## src/rtl/multicycle_ctrl.sv

```systemverilog
// Multi-cycle control unit for the 16-bit datapath: latches one instruction per fetch
// handshake and sequences FETCH/DECODE/EXEC/MEM/WB, issuing ALU, memory and write-back strobes.
module multicycle_ctrl #(
  parameter int unsigned RETIRE_W = 16
) (
  input  logic                clk,
  input  logic                rst_n,
  input  logic [15:0]         instr,
  input  logic                instr_valid,
  output logic                instr_ready,
  input  logic                mem_ready,
  input  logic                alu_zero,
  output logic [2:0]          alu_op,
  output logic                alu_src_b,
  output logic [2:0]          rs_addr,
  output logic [2:0]          rt_addr,
  output logic [2:0]          rd_addr,
  output logic [15:0]         imm,
  output logic                mem_read,
  output logic                mem_write,
  output logic                reg_write,
  output logic                wb_sel,
  output logic                pc_write,
  output logic [1:0]          pc_src,
  output logic [RETIRE_W-1:0] retired,
  output logic                halted,
  output logic                illegal
);

  typedef enum logic [2:0] {
    StFetch, StDecode, StExec, StMem, StWb, StHalt, StTrap
  } state_e;

  localparam logic [3:0] OpAdd  = 4'h0;
  localparam logic [3:0] OpSub  = 4'h1;
  localparam logic [3:0] OpSge  = 4'h2;
  localparam logic [3:0] OpAddi = 4'h3;
  localparam logic [3:0] OpLw   = 4'h4;
  localparam logic [3:0] OpSw   = 4'h5;
  localparam logic [3:0] OpBeq  = 4'h6;
  localparam logic [3:0] OpJ    = 4'h7;
  localparam logic [3:0] OpHalt = 4'hF;

  localparam logic [2:0] AluIdle = 3'b000;
  localparam logic [2:0] AluAdd  = 3'b001;
  localparam logic [2:0] AluSub  = 3'b010;
  localparam logic [2:0] AluSge  = 3'b011;

  state_e              state_q, state_d;
  logic [15:0]         ir_q, ir_d;
  logic [RETIRE_W-1:0] retired_q, retired_d;
  logic                retire;
  logic [3:0]          opc;
  logic                is_legal, is_lw, is_sw;

  assign opc      = ir_q[15:12];
  assign is_lw    = (opc == OpLw);
  assign is_sw    = (opc == OpSw);
  assign is_legal = (opc <= OpJ);

  assign rd_addr = ir_q[11:9];
  assign rs_addr = ir_q[8:6];
  assign rt_addr = ir_q[5:3];
  assign imm     = {{10{ir_q[5]}}, ir_q[5:0]};
  assign retired = retired_q;

  always_ff @(posedge clk or negedge rst_n) begin
    if (!rst_n) begin
      state_q   <= StFetch;
      ir_q      <= '0;
      retired_q <= '0;
    end else begin
      state_q   <= state_d;
      ir_q      <= ir_d;
      retired_q <= retired_d;
    end
  end

  always_comb begin
    state_d     = state_q;
    ir_d        = ir_q;
    retire      = 1'b0;
    instr_ready = 1'b0;
    alu_op      = AluIdle;
    alu_src_b   = 1'b0;
    mem_read    = 1'b0;
    mem_write   = 1'b0;
    reg_write   = 1'b0;
    wb_sel      = 1'b0;
    pc_write    = 1'b0;
    pc_src      = 2'b00;
    halted      = 1'b0;
    illegal     = 1'b0;

    unique case (state_q)
      StFetch: begin
        // FETCH decodes to StFetch during reset, so the handshake is masked by rst_n
        instr_ready = rst_n;
        if (instr_valid && rst_n) begin
          ir_d     = instr;
          pc_write = 1'b1;
          state_d  = StDecode;
        end
      end
      StDecode: begin
        if (opc == OpHalt)  state_d = StHalt;
        else if (!is_legal) state_d = StTrap;
        else                state_d = StExec;
      end
      StExec: begin
        unique case (opc)
          OpAdd: begin alu_op = AluAdd; state_d = StWb; end
          OpSub: begin alu_op = AluSub; state_d = StWb; end
          OpSge: begin alu_op = AluSge; state_d = StWb; end
          OpAddi: begin
            alu_op    = AluAdd;
            alu_src_b = 1'b1;
            state_d   = StWb;
          end
          OpLw, OpSw: begin
            alu_op    = AluAdd;
            alu_src_b = 1'b1;
            state_d   = StMem;
          end
          OpBeq: begin
            alu_op = AluSub;
            if (alu_zero) begin
              pc_write = 1'b1;
              pc_src   = 2'b01;
            end
            retire  = 1'b1;
            state_d = StFetch;
          end
          OpJ: begin
            pc_write = 1'b1;
            pc_src   = 2'b10;
            retire   = 1'b1;
            state_d  = StFetch;
          end
          default: state_d = StFetch;
        endcase
      end
      StMem: begin
        alu_op    = AluAdd;
        alu_src_b = 1'b1;
        mem_read  = is_lw;
        mem_write = is_sw;
        if (mem_ready) begin
          retire  = is_sw;
          state_d = is_lw ? StWb : StFetch;
        end
      end
      StWb: begin
        reg_write = 1'b1;
        wb_sel    = is_lw;
        retire    = 1'b1;
        state_d   = StFetch;
      end
      StHalt: halted = 1'b1;
      StTrap: illegal = 1'b1;
      default: state_d = StFetch;
    endcase
  end

  assign retired_d = retire ? retired_q + RETIRE_W'(1) : retired_q;

endmodule

```

## config.mk

```make
export PLATFORM = sky130hd
export DESIGN_NAME = multicycle_ctrl
export DESIGN_NICKNAME = d
export VERILOG_FILES = /design/src/rtl/multicycle_ctrl.sv
export SDC_FILE = /design/constraint.sdc
export NUM_CORES = 1
export LEC_CHECK = 0
export ABC_AREA = 1
export CORE_ASPECT_RATIO = 1.75
export CORE_MARGIN = 2
export CORE_UTILIZATION = 49
export DETAILED_ROUTE_END_ITERATION = 7
export PLACE_DENSITY = 0.95
export RECOVER_POWER = 100
export SKIP_LAST_GASP = 1
export SLEW_MARGIN = 20
export SYNTH_ARGS = -nofsm -noshare
export SYNTH_HDL_FRONTEND = slang
export SYNTH_SLANG_ARGS = --single-unit
export TNS_END_PERCENT = 100
```

## constraint.sdc

```tcl
create_clock -name clk -period 3.2 [get_ports clk]
set_input_delay 0.48 -clock clk [delete_from_list [all_inputs] [get_ports clk]]
set_output_delay 0.48 -clock clk [all_outputs]
set_load 0.005 [all_outputs]
```

==> results.md <==
- Status: finished, violations left
- Failing checks: max-capacitance violations, max-slew violations
- First-pass GRT wire length: 8640 um
- Hold Path Class: reg2reg
- Cell Area, Synth: 0.00223 mm^2
- Gate power share: 44.9%
- Internal power: around 0.0011 W
- Final net count: 378
- Clock Skews: slightly below 0.007 ns
- CTS root buf: clkbuf_8
- Final HPWL DP: 4110 um
- Worst vdd ir: 0.434 mV
- Via count: 2109
- Final setup vio count: 0
- Most common cell after layout, fill and taps aside: nand2_1
- Clk Latency, worst-skew pair: 0.29 ns
- CTS Hold Buffers Added: 0
- FF+latch count, synth: 35
- Drt total wl: 5280 um
- Post-Syn Instances: approximately 300
- Startpoint types: register
- Main area contributors after synthesis: dfrtp_1, nand2_1, buf_4
- Period utilization: approximately four fifths
- Area grow syn2layout: 27.0%
- CTS buffer count: 5
- Final Slew Violations: 37
- Number of setup buffers added after CTS: 0
- Final RePlAce weighted congestion: 0.894
- Synth Area in XOR/XNOR: around 3.1%
- Switching Fraction: 38.8%
- Ys Warns: 0
- CTS H-tree lvls: 2
- Die X: 55.0 um
- Leading area contributor after synthesis: dfrtp_1
- Post-synthesis adder-cell area fraction: 0.561%
- Worst slew pin tran: 1.92 ns
- Starting density of the core: 50.6%
- Synth Area in Compound Gates: ~5.7%
- Worst-path clk slew: 0.07 ns
- Arrival time worst endpoint: between 2 and 2.5 ns
- GRT Total Usage: 22.8%
- Leakage dissipation: 1.43 nW
- Post-Synth Simple-Gate Area: between 30% and 40%
- Die area: 0.00513 mm^2
- Grt total ovfl: 0
- P_sw: ~0.00072 W
- Data required, critical path: 2.72 ns
- Hold_ws: 0.473 ns
- Max-Slew Margin vs Limit: -28.3%
- Top cell type's share of synthesized area: between 30 and 40%
- Most frequent cells in the layout: nand2_1, dlygate4sd3_1, nand3_1, dfrtp_1, inv_1
- Worst-case reg-to-reg path depth: 6
- Vias in the first global route: about 2000
- Max Freq: a little under 0.4 GHz
- Core area: 0.00440 mm^2
- Clock share of power: 16.6%
- Met2 Usage GRT: 41.9%
- Hold Crit Depth: 2
- Sequential-to-total area share from yosys stat: 39.3%
- Diode count: 0
- Initial antenna violation count: 0
- Fillcell total: 386
- CP max FO: 6
- Met3 usage: 4.15%
- Final hold violation count: 0
- Mux cell area share after synthesis: 0%
- Pwr Density: around 650 mW/mm^2
- Sequential Power Share: 38.5%
- Syn_area_per_cell: roughly 7.4 um^2
- GR Util met1: 23.6%
- TritonCTS Sinks: 35
- Largest net degree at the start of global routing: 37
- Vias per cell: 5.17
- Avg WL per Cell: 12.9 um
- Worst R2R Setup Slack: 1.00 ns
- Mapped Nets: ~330
- RSZ-0062 raised after global routing: false
- Most used routing layer: met2
- PortBufs: 74
- IO Count: 76
- DP Worst Slack: 1.01 ns
- CTS resizes: 0
- CTS tree: yes
- CP Capture Type: primary output
- TNS Setup: 0 ns
- Cell variety after synth: 30
- Period minus WS final: 2.56 ns
- Setup slack after layout: 0.640 ns
- Buffer levels on the longest clock path: 2
- MaxCap Viol Count: 1
- # rows: 32
- Drt initial violations: 80
- Drt drc: 0
- ANT nets after route: 0
- Die Span Y: 93.2 um
- Combinational family with the most area after synthesis: simple AND/OR/NAND/NOR gates
- Critical path class: reg2out
- Layout cells sized above 1: around 4.2%
- Pre-antenna DRT Iters: 4
## power by group through the flow
stage	clock, W	sequential, W	combinational (W)
6_report	0.000308	0.000713	0.000832
5_1_grt	0.000338	0.000734	0.000935
4_1_cts	0.000317	0.000726	0.000945
3_5_place_dp	0	0.000732	0.000942
3_3_place_gp	0	0.000725	0.000911
2_1_floorplan	0	0.000701	0.000650
## registers in the layout, indices dropped and copies added, names as in the netlist
register	cells
retired	16
ir_q	16
state_q	3
## area by class of cell
cell class / instances / area, um^2 / share of cell area (%)
inverter: 29 / 109 / 3.84
sequential: 35 / 876 / 30.9
clock buffer: 5 / 68.8 / 2.43
tap: 51 / 63.8 / 2.25
multi-input combinational: 207 / 943 / 33.3
timing repair buffer: 78 / 757 / 26.7
clock inverter: 3 / 15.0 / 0.530
## kinds of logic (layout without fill, tap and decap cells)
family | after synthesis | count (layout)
adders and majority gates | 1 | 1
AOI/OAI and AO/OA | 19 | 19
and+or+nand+nor | 178 | 178
xor gates and xnor gates | 8 | 8
buffers and inverters | 61 | 115
DFF | 35 | 35
other | 1 | 1
## through the flow
stage               utilization (%)  instances  area, um^2  total power, W
floorplan                         -        303        2230         0.00135
global placement               64.0        400        2820         0.00164
detailed placement             64.0        400        2820         0.00167
CTS                            65.9        408        2900         0.00199
global route                   64.3        408        2830         0.00201
finish                         64.3        408        2830         0.00185
## metal layers
layer	wire length, um	vias up
met3	193	15
met1	1840	998
met5	0	-
met2	3090	58
met4	162	0
li1	-	1038
## Yosys cell counts, drive strengths merged
| cell | instances |
|---|---|
| buf | 31 |
| nor3 | 6 |
| xor2 | 8 |
| nand4 | 4 |
| inv | 28 |
| nor2 | 30 |
| a211oi | 1 |
| nand2 | 96 |
| and3 | 1 |
| dfrtp | 35 |
| ha | 1 |
| a21oi | 4 |
| a31oi | 2 |
| clkinv | 1 |
| nand3 | 41 |
| o21ai | 12 |
| clkbuf | 1 |
| conb | 1 |
## final timing paths
path,end,startpoint
setup / recovery,pc_write,state_q[0]
hold / removal,ir_q[10],ir_q[10]
setup reg to reg,retired[12],state_q[2]
hold reg to reg,ir_q[10],ir_q[10]
max in group asynchronous,ir_q[13],rst_n
min in group asynchronous,retired[15],rst_n
## critical path: stages (launching register included)
cell and delay (ns):
dfrtp_1 0.41, inv_1 0.14, nand3_1 0.24, nor2_2 0.24, o21ai_0 0.11, nand2_1 0.07, dlygate4sd3_1 0.57
Power figures use the tool's default switching activity.
